==> src/rtl/dut_pkg.sv <==
// Shared definitions for the 4x4 packet switch.
// Holds the fixed port count, byte width, per-input FIFO depth and the
// packet record carried through the FIFOs and output registers.
package dut_pkg;

  localparam int NUM_PORTS  = 4;
  localparam int DATA_W     = 8;
  localparam int FIFO_DEPTH = 4;

  typedef struct packed {
    logic [7:0] addr;
    logic [7:0] data;
  } pkt_t;

endpackage : dut_pkg

==> src/rtl/dut_top_fifo.sv <==
// port_fifo: per-input packet FIFO of the switch.
// Ports:
//   clk   - rising-edge clock
//   reset - asynchronous active-low reset (clears pointers and occupancy)
//   push  - write request; ignored while full
//   din   - packet to write
//   pop   - read request from the arbiter; ignored while empty
//   dout  - packet at the head of the queue
//   empty - no packet queued
//   full  - occupancy equals depth (drives the input's ready low)
module port_fifo #(
  parameter int DEPTH = dut_pkg::FIFO_DEPTH
) (
  input  logic          clk,
  input  logic          reset,
  input  logic          push,
  input  dut_pkg::pkt_t din,
  input  logic          pop,
  output dut_pkg::pkt_t dout,
  output logic          empty,
  output logic          full
);
  import dut_pkg::*;

  localparam int AW = $clog2(DEPTH);

  pkt_t           mem [DEPTH];
  logic [AW-1:0]  wr_ptr;
  logic [AW-1:0]  rd_ptr;
  logic [AW:0]    count;
  logic           do_push;
  logic           do_pop;

  // Status decodes straight from the registered occupancy.
  assign full    = (count == (AW+1)'(DEPTH));
  assign empty   = (count == '0);
  assign do_push = push && !full;
  assign do_pop  = pop && !empty;
  assign dout    = mem[rd_ptr];

  // Control state: pointers and occupancy.
  always_ff @(posedge clk or negedge reset) begin
    if (!reset) begin
      wr_ptr <= '0;
      rd_ptr <= '0;
      count  <= '0;
    end else begin
      if (do_push)
        wr_ptr <= (wr_ptr == AW'(DEPTH-1)) ? '0 : wr_ptr + 1'b1;
      if (do_pop)
        rd_ptr <= (rd_ptr == AW'(DEPTH-1)) ? '0 : rd_ptr + 1'b1;
      case ({do_push, do_pop})
        2'b10:   count <= count + 1'b1;
        2'b01:   count <= count - 1'b1;
        default: count <= count;
      endcase
    end
  end

  // Storage: no reset needed, entries are only visible through the pointers.
  always_ff @(posedge clk) begin
    if (do_push)
      mem[wr_ptr] <= din;
  end

endmodule : port_fifo

==> src/rtl/dut_top.sv <==
// dut_top: 4-input / 4-output packet switch.
// Each input queues {addr, data} packets in a port_fifo; every free output
// register is loaded from one FIFO head whose addr[1:0] selects that output.
// Build option: define RR_ARB_EN for per-output round-robin arbitration;
// otherwise the lowest-index requesting input wins.
// Ports:
//   clk       - rising-edge clock
//   reset     - asynchronous active-low reset
//   valid_in  - per-input packet strobe
//   data_in   - per-input data byte
//   addr_in   - per-input address; [1:0] = destination, [7:2] forwarded
//   in_rdy    - per-input ready (FIFO not full)
//   valid_out - per-output packet valid
//   data_out  - per-output data byte
//   addr_out  - per-output address
//   rcv_rdy   - per-output receiver ready
module dut_top #(
  parameter int NUM_PORTS  = dut_pkg::NUM_PORTS,
  parameter int DATA_W     = dut_pkg::DATA_W,
  parameter int FIFO_DEPTH = dut_pkg::FIFO_DEPTH
) (
  input  logic                             clk,
  input  logic                             reset,
  input  logic [NUM_PORTS-1:0]             valid_in,
  input  logic [NUM_PORTS-1:0][DATA_W-1:0] data_in,
  input  logic [NUM_PORTS-1:0][DATA_W-1:0] addr_in,
  output logic [NUM_PORTS-1:0]             in_rdy,
  output logic [NUM_PORTS-1:0]             valid_out,
  output logic [NUM_PORTS-1:0][DATA_W-1:0] data_out,
  output logic [NUM_PORTS-1:0][DATA_W-1:0] addr_out,
  input  logic [NUM_PORTS-1:0]             rcv_rdy
);
  import dut_pkg::*;

  localparam int PW = $clog2(NUM_PORTS);

  pkt_t                                head    [NUM_PORTS];
  logic [NUM_PORTS-1:0]                empty;
  logic [NUM_PORTS-1:0]                full;
  logic [NUM_PORTS-1:0]                pop;
  logic [NUM_PORTS-1:0]                free;
  logic [NUM_PORTS-1:0][NUM_PORTS-1:0] req;     // [output][input]
  logic [NUM_PORTS-1:0][NUM_PORTS-1:0] gnt;     // [output][input], one-hot
  logic [NUM_PORTS-1:0]                gnt_any;
  pkt_t                                nxt_pkt [NUM_PORTS];
  logic [NUM_PORTS-1:0][PW-1:0]        start;

  // First requester found when scanning upward from 'start' with wrap.
  function automatic logic [NUM_PORTS-1:0] arb(input logic [NUM_PORTS-1:0] r,
                                               input logic [PW-1:0] s);
    logic [NUM_PORTS-1:0] g;
    logic                 found;
    logic [PW-1:0]        idx;
    g     = '0;
    found = 1'b0;
    for (int k = 0; k < NUM_PORTS; k++) begin
      idx = s + PW'(k);
      if (!found && r[idx]) begin
        g[idx] = 1'b1;
        found  = 1'b1;
      end
    end
    return g;
  endfunction

  // Input stage: one FIFO per input.
  for (genvar i = 0; i < NUM_PORTS; i++) begin : g_in
    pkt_t din;
    assign din.addr = addr_in[i];
    assign din.data = data_in[i];
    assign in_rdy[i] = !full[i];

    port_fifo #(.DEPTH(FIFO_DEPTH)) u_fifo (
      .clk   (clk),
      .reset (reset),
      .push  (valid_in[i]),
      .din   (din),
      .pop   (pop[i]),
      .dout  (head[i]),
      .empty (empty[i]),
      .full  (full[i])
    );
  end

`ifdef RR_ARB_EN
  logic [NUM_PORTS-1:0][PW-1:0] rr_ptr;
  logic [NUM_PORTS-1:0][PW-1:0] gnt_idx;

  always_comb begin
    gnt_idx = '0;
    for (int j = 0; j < NUM_PORTS; j++) begin
      start[j] = rr_ptr[j] + PW'(1);
      for (int i = 0; i < NUM_PORTS; i++)
        if (gnt[j][i]) gnt_idx[j] = PW'(i);
    end
  end

  // Pointer remembers the last granted input; it moves only on a grant.
  always_ff @(posedge clk or negedge reset) begin
    if (!reset) begin
      rr_ptr <= {NUM_PORTS{PW'(NUM_PORTS-1)}};
    end else begin
      for (int j = 0; j < NUM_PORTS; j++)
        if (gnt_any[j]) rr_ptr[j] <= gnt_idx[j];
    end
  end
`else
  assign start = '0;
`endif

  // Arbitration: a head requests exactly one output, so an input can never
  // be granted twice in the same cycle.
  always_comb begin
    req     = '0;
    gnt     = '0;
    gnt_any = '0;
    pop     = '0;
    for (int j = 0; j < NUM_PORTS; j++) begin
      nxt_pkt[j] = '0;
      free[j]    = !valid_out[j] || rcv_rdy[j];
      for (int i = 0; i < NUM_PORTS; i++)
        req[j][i] = !empty[i] && (head[i].addr[PW-1:0] == PW'(j));
      if (free[j])
        gnt[j] = arb(req[j], start[j]);
      gnt_any[j] = |gnt[j];
      for (int i = 0; i < NUM_PORTS; i++) begin
        if (gnt[j][i]) begin
          nxt_pkt[j] = head[i];
          pop[i]     = 1'b1;
        end
      end
    end
  end

  // Output stage: one register per output, held until the receiver takes it.
  always_ff @(posedge clk or negedge reset) begin
    if (!reset) begin
      valid_out <= '0;
      data_out  <= '0;
      addr_out  <= '0;
    end else begin
      for (int j = 0; j < NUM_PORTS; j++) begin
        if (free[j]) begin
          valid_out[j] <= gnt_any[j];
          if (gnt_any[j]) begin
            data_out[j] <= nxt_pkt[j].data;
            addr_out[j] <= nxt_pkt[j].addr;
          end
        end
      end
    end
  end

endmodule : dut_top

==> config.mk <==
export PLATFORM = sky130hd
export DESIGN_NAME = dut_top
export DESIGN_NICKNAME = d
export VERILOG_FILES = /design/src/rtl/dut_pkg.sv /design/src/rtl/dut_top_fifo.sv /design/src/rtl/dut_top.sv
export SDC_FILE = /design/constraint.sdc
export NUM_CORES = 1
export LEC_CHECK = 0
export CORE_MARGIN = 4
export CORE_UTILIZATION = 60
export DETAILED_ROUTE_END_ITERATION = 10
export GPL_TIMING_DRIVEN = 0
export HOLD_SLACK_MARGIN = 0.05
export PLACE_DENSITY = 0.9
export SYNTH_ARGS = -nofsm -noshare
export SYNTH_HDL_FRONTEND = slang
export SYNTH_SLANG_ARGS = --single-unit
==> constraint.sdc <==
create_clock -name clk -period 6.75 [get_ports clk]
set_clock_uncertainty 0.05 [all_clocks]
set_input_delay 0.675 -clock clk [delete_from_list [all_inputs] [get_ports clk]]
set_output_delay 0.675 -clock clk [all_outputs]
set_load 0.03 [all_outputs]
==> impl_metrics.csv, run 1 <==
group,metric,value,unit
cts,numCtsBuffers,36,
placement,port_buffers,145,
hold_path,min_path_type,"input port to async pin",
final_layout,fin_area,18700,µm²
grt,overflow,0,
synthesis,synth_area,15700,µm²
synthesis,netlist_instances,1072,
synthesis,synth_edf_count,256,
timing,tightest_slew,0.950,ns
critical_path,worstPathCellList,"nor3_1, nor2_1, a31oi_1, or4b_1, clkbuf_1, nand4_2, ha_1, inv_1, fa_1, xor2_1, nor2_1, xor2_1",
grt,grt_pass1_vias,11000,
timing,fin_setup_tns,0,ns
critical_path,crit_required,7.15,ns
die,core_area,25500,µm²
final_layout,fin_nets,1358,
timing,drv_slew,0,
cts,cts.clk_slew.worst_paths,0.06,ns
die,dieWidth,170,µm
detailed_routing,drt-total-wl,42300,µm
synthesis,synth_area_per_cell,14.6,µm²
synthesis,yosysTopAreaCellShare,0.490,
synthesis,ys_ff_latch,352,
power_and_ir_drop,power,10200,µW
detailed_routing,drt_iter0_drc,1455,
critical_path,crit_slowest_cell,"a31oi_1",
final_layout,area_growth,19.1,%
detailed_routing,vias_per_cell,6.73,
grt,antenna_found_initial,0,
die,dieArea,28800,µm²
job,maxCapViolations,0,
critical_path,criticalPathCategory,"flip-flop to flip-flop",
cts,root_buffer,"clkbuf_16",
synthesis,synth_flop_cell,"edfxtp_1",
die,rows,58,
detailed_routing,final_antenna_net_count,0,
critical_path,slowest_delay,0.67,ns
synthesis,synthTopCellsByArea,"edfxtp_1 49%, dfrtp_1 15%, mux4_2 8.2%",
cts,h-tree-depth,2,
critical_path,cp.arrival,4.36,ns
grt,track_usage,0.295,
grt,grt_pass1_wl,64600,µm
final_layout,layout_common_cells,"256 x edfxtp_1, 144 x clkdlybuf4s50_1, 96 x dfrtp_1",
critical_path,rrSetupSlack,2.79,ns
timing,fmax,0.253,GHz
cts,clkLatencyLatePin,0.53,ns
timing,hold_violations,0,
power_and_ir_drop,p_comb_frac,0.487,
final_layout,fill_cells,1554,
power_and_ir_drop,power.share.sequential,0.327,
critical_path,ff2ff_path_depth,12,
cts,ctsHoldBuffers,0,
detailed_routing,num_vias,10900,
cts,cts.sinks,352,
die,fp.dieH,170,µm
final_layout,mostFrequentLayoutCell,"edfxtp_1",
power_and_ir_drop,power_density,548,nW/µm²
grt,grt_max_degree,66,
synthesis,synth_largest_area_cell,"edfxtp_1",
die,io_pins,146,
detailed_routing,route.detailed.drc,0,
synthesis,syn-num-nets,1174,
cts,cts_setup_buffers,0,
power_and_ir_drop,p_int,5940,µW
placement,hpwlAfterDp,30400,µm
synthesis,synthDistinctLibCells,63,
timing,rsz0062_at_grt,"no",
critical_path,r2r_end,"g_in[3].u_fifo.count[2]",
cts,clockBufferDepth,3,
placement,dpl_cell_area,17600,µm²
cts,cts_tree,"yes",
final_layout,drive_above_1_share,0.130,
die,start_util,0.616,
timing,setup_viol_count_final,0,
critical_path,cp-start-kind,"flip-flop",
power_and_ir_drop,ir_drop,0.357,mV
cts,post_cts_resized,0,
detailed_routing,dr.pass1.iters,6,
synthesis,async_reset_ff_frac,0.273,
synthesis,yosysSeqAreaShare,0.643,
placement,place_congestion,0.956,
power_and_ir_drop,pwr-share-clk,0.185,
timing,finalCriticalPeriod,3.96,ns
critical_path,path_max_fanout,6,
detailed_routing,wire_per_inst,26.2,µm
power_and_ir_drop,leakage,0.00657,µW
power_and_ir_drop,switching_share,0.420,
final_layout,layout.area.seq,10100,µm²
final_layout,diodes,0,
critical_path,setup.worst_path.end_class,"flip-flop",
timing,relSlewSlack,0.367,
critical_path,r2r-start,"g_in[2].u_fifo.count[1]",
run_status,outcome,"finished, final reports clean",
final_layout,multiInputGateArea,5190,µm²
synthesis,yosys_warnings,0,
timing,fin_crit_sh,0.586,
power_and_ir_drop,p_switching,4300,µW
## state kept, by name, summed over array words and instances (netlist names)
| signal | count |
|---|---|
| g_in.u_fifo.wr_ptr | 8 |
| valid_out | 4 |
| g_in.u_fifo.rd_ptr | 8 |
| g_in.u_fifo.mem | 256 |
| data_out | 32 |
| addr_out | 32 |
| g_in.u_fifo.count | 12 |
## how the worst max path moves through the flow
stage / startpoint / end / slack, ns / cells past startpoint
3_5_place_dp: rcv_rdy[3] / g_in[3].u_fifo.count[2] / 2.78 / 13
5_1_grt: g_in[2].u_fifo.rd_ptr[0] / g_in[3].u_fifo.count[2] / 2.58 / 12
4_1_cts: g_in[2].u_fifo.rd_ptr[0] / g_in[3].u_fifo.count[2] / 2.89 / 12
2_1_floorplan: g_in[1].u_fifo.rd_ptr[1] / g_in[3].u_fifo.count[2] / 3.51 / 14
3_3_place_gp: reset / valid_out[2] / 1.13 / 1
6_report: g_in[2].u_fifo.count[1] / g_in[3].u_fifo.count[2] / 2.79 / 12
## power by group through the flow
stage | clock network [µW] | registers, µW | logic (µW)
3_3_place_gp | 0 | 3340 | 4700
3_5_place_dp | 0 | 3380 | 4860
4_1_cts | 1900 | 3340 | 4910
6_report | 1900 | 3350 | 4990
2_1_floorplan | 0 | 3580 | 2940
5_1_grt | 2010 | 3400 | 5320
## worst max-delay path: cells and delay by family, from the launching register on
family | cells | cell delay, ns
compound gates | 1 | 0.67
buf+inv | 2 | 0.27
simple gates | 5 | 1.54
flops | 1 | 0.41
xor+xnor | 2 | 0.29
fa+ha+maj | 2 | 0.65
## per-stage QoR
stage	setup WS (ns)	hold WS (ns)	cells	util
after floorplan	3.51	0.329	1072	-
after global placement	1.13	0.399	1547	0.690
after detailed placement	2.78	0.413	1548	0.691
after CTS	2.89	0.0568	1614	0.734
after global routing	2.58	0.0649	1614	0.734
final	2.79	0.0487	1614	0.734
## kinds of logic after synthesis
kind of cell	share of synthesized area
mux	0.102
fa+ha+maj	0.0242
compound gates	0.123
buf+inv	0.0271
flops	0.643
xor+xnor	0.00669
simple gates	0.0743
## routing by layer
layer	vias up	routed length, µm	part of all wire	GRT usage
met3	153	4530	0.11	0.0734
met1	5365	15600	0.37	0.397
met4	0	1850	0.044	0.123
li1	4622	-	-	-
met5	-	0	0	0
met2	723	20300	0.48	0.466
## cell usage after synthesis, types with 16 or more instances
| library cell | instances |
|---|---|
| nor2_1 | 38 |
| a211oi_1 | 17 |
| buf_2 | 22 |
| a22oi_1 | 42 |
| a31oi_1 | 43 |
| and3_1 | 16 |
| a21o_1 | 46 |
| nor3_1 | 28 |
| o22ai_1 | 43 |
| edfxtp_1 | 256 |
| o21ai_0 | 32 |
| inv_1 | 31 |
| nor2b_1 | 25 |
| dfrtp_1 | 96 |
| nand2_1 | 53 |
| clkbuf_1 | 40 |
| mux4_2 | 57 |
| ha_1 | 24 |
## cell type report
cell class,count,share of cell area
buffer,69,0.0165
timing repair buffer,146,0.0789
clock buffer,47,0.0520
inverter,31,0.00622
tap,330,0.0221
clock inverter,19,0.00722
multi-input combinational,620,0.278
sequential,352,0.539
Note: power is estimated with default switching activity, not from simulation.
==> run 2: changes to the inputs <==
- CORE_UTILIZATION: 60 -> 52
- PLACE_DENSITY: 0.9 -> 0.83
- clock period: 6.75 -> 3.2 ns (I/O delays scaled with it)
==> impl_metrics.csv, run 2 (synthesis gave the netlist of run 1 again) <==
group,metric,value,unit
run_status,outcome,"finished, violations left",
run_status,violations,"setup timing",
timing,hold_violations,0,
die,fp.dieH,182,µm
grt,track_usage,0.253,
die,dieArea,33000,µm²
critical_path,cp.arrival,3.60,ns
power_and_ir_drop,power_density,1160,nW/µm²
final_layout,diodes,0,
timing,relSlewSlack,0.358,
detailed_routing,wire_per_inst,25.2,µm
final_layout,layout_common_cells,"256 x edfxtp_1, 144 x clkdlybuf4s50_1, 92 x dfrtp_1",
critical_path,ff2ff_path_depth,13,
final_layout,area_growth,25.5,%
cts,cts_tree,"yes",
timing,rsz0062_at_grt,"yes",
final_layout,largest_reg_flops,256,
final_layout,fin_nets,1403,
placement,hpwlAfterDp,29700,µm
final_layout,drive_above_1_share,0.207,
critical_path,path_max_fanout,8,
cts,root_buffer,"clkbuf_16",
critical_path,crit_start,"g_in[1].u_fifo.rd_ptr[1]",
cts,cts.sinks,352,
job,maxCapViolations,0,
die,start_util,0.528,
timing,setup_viol_count_final,1,
critical_path,cp-start-kind,"flip-flop",
detailed_routing,route.detailed.drc,0,
grt,grt_pass1_vias,11000,
final_layout,stdcell_count,1717,
final_layout,layout.area.seq,10100,µm²
grt,overflow,0,
cts,cts.clk_slew.worst_paths,0.06,ns
timing,fmax,0.311,GHz
grt,grt_max_degree,51,
detailed_routing,final_antenna_net_count,0,
placement,port_buffers,145,
timing,fin_ws,-0.0113,ns
critical_path,r2r-start,"g_in[1].u_fifo.rd_ptr[1]",
critical_path,criticalPathCategory,"flip-flop to flip-flop",
critical_path,worstPathCellList,"buf_8, mux2i_4, nor4b_4, or2_1, buf_6, or4b_4, nand4_4, ha_4, inv_2, fa_2, xor2_1, nor2_1, xor2_1",
hold_path,min_path_type,"input port to async pin",
grt,grt_pass1_wl,64500,µm
final_layout,regMostFlops,"g_in.u_fifo.mem",
detailed_routing,drt_iter0_drc,1420,
die,rows,63,
placement,place_congestion,1.01,
die,io_pins,146,
final_layout,fill_cells,2007,
critical_path,setup.worst_path.end_class,"flip-flop",
detailed_routing,drt-total-wl,43200,µm
timing,drv_slew,0,
power_and_ir_drop,ir_drop,0.920,mV
critical_path,crit_required,3.58,ns
final_layout,multiInputGateArea,5660,µm²
detailed_routing,num_vias,11100,
final_layout,mostFrequentLayoutCell,"edfxtp_1",
cts,h-tree-depth,2,
final_layout,reg.largest.list,"g_in.u_fifo.mem (256), addr_out (32), data_out (32)",
final_layout,post-route-util,0.663,
timing,fin_setup_tns,-0.0113,ns
timing,tightest_slew,0.962,ns
placement,dpl.cell_count,1608,
cts,numCtsBuffers,36,
timing,finalCriticalPeriod,3.21,ns
die,dieWidth,182,µm
die,core_area,29700,µm²
timing,fin_crit_sh,1.00,
grt,antenna_found_initial,0,
detailed_routing,dr.pass1.iters,7,
critical_path,slowest_delay,0.57,ns
cts,clockBufferDepth,3,
critical_path,crit_top_cell,"xor2_1",
cts,clkLatencyLatePin,0.52,ns
detailed_routing,vias_per_cell,6.47,
critical_path,rrSetupSlack,-0.01,ns
critical_path,crit_slowest_cell,"or4b_4",
critical_path,r2r_end,"g_in[3].u_fifo.count[2]",
power_and_ir_drop,leakage,0.00693,µW
run 2: repair_timing:
item | in CTS | in global routing
cloned | 0 | 0
setup endpoints to repair | 9 | 8
pin swaps | 22 | 32
endpoints found under the hold margin | 46 | 0
hold buffers | 1 | 0
buffers inserted | 23 | 27
resized for setup | 61 | 37
run 2: stage by stage:
| stage | cell area (µm²) | hold WS [ns] | total power, µW | setup WS [ns] |
|---|---|---|---|---|
| after detailed placement | 17700 | 0.353 | 17400 | -0.523 |
| after floorplan | 15700 | -0.0256 | 13800 | 0.0125 |
| after CTS | 19300 | 0.360 | 22100 | 0.00123 |
| final | 19700 | 0.342 | 22900 | -0.0113 |
| after global placement | 17700 | 0.400 | 17100 | -1.99 |
| after global routing | 19700 | 0.400 | 24000 | -0.122 |
run 2: power by group:
| group | leakage, µW | internal [µW] | switching [µW] |
|---|---|---|---|
| Clock | 0.000555 | 2360 | 1690 |
| Sequential | 0.00348 | 6300 | 821 |
| Combinational | 0.00290 | 4770 | 6990 |
| Total | 0.00693 | 13400 | 9500 |
run 2: critical path: cells and delay by family, from the launching register on:
| kind | cells | cell delay [ns] |
|---|---|---|
| flip-flops | 1 | 0.45 |
| AND/OR/NAND/NOR | 5 | 1.17 |
| buffers and inverters | 3 | 0.37 |
| adder cells (fa/ha/maj) | 2 | 0.48 |
| XOR/XNOR | 2 | 0.31 |
| multiplexers | 1 | 0.31 |
run 2: worst max-delay path by stage:
stage	depth (start not counted)	slack [ns]	end
3_3_place_gp	1	-1.99	g_in[0].u_fifo.wr_ptr[1]
4_1_cts	14	0.001	g_in[2].u_fifo.count[2]
6_report	13	-0.01	g_in[3].u_fifo.count[2]
3_5_place_dp	12	-0.52	g_in[3].u_fifo.count[2]
2_1_floorplan	14	0.01	g_in[3].u_fifo.count[2]
5_1_grt	13	-0.12	g_in[1].u_fifo.count[2]
run 2: final cells by class:
cell class,instances,area share
clock inverter,16,0.00724
sequential,352,0.512
clock buffer,48,0.0506
timing repair buffer,197,0.0953
inverter,31,0.00591
buffer,63,0.0166
multi-input combinational,620,0.287
tap,390,0.0248
run 2: routing by layer:
metal,track usage,up-vias,wire length [µm]
li1,-,4715,-
met1,0.339,5455,16200
met4,0.119,0,2470
met3,0.0507,200,3970
met5,0,-,0
met2,0.403,739,20600
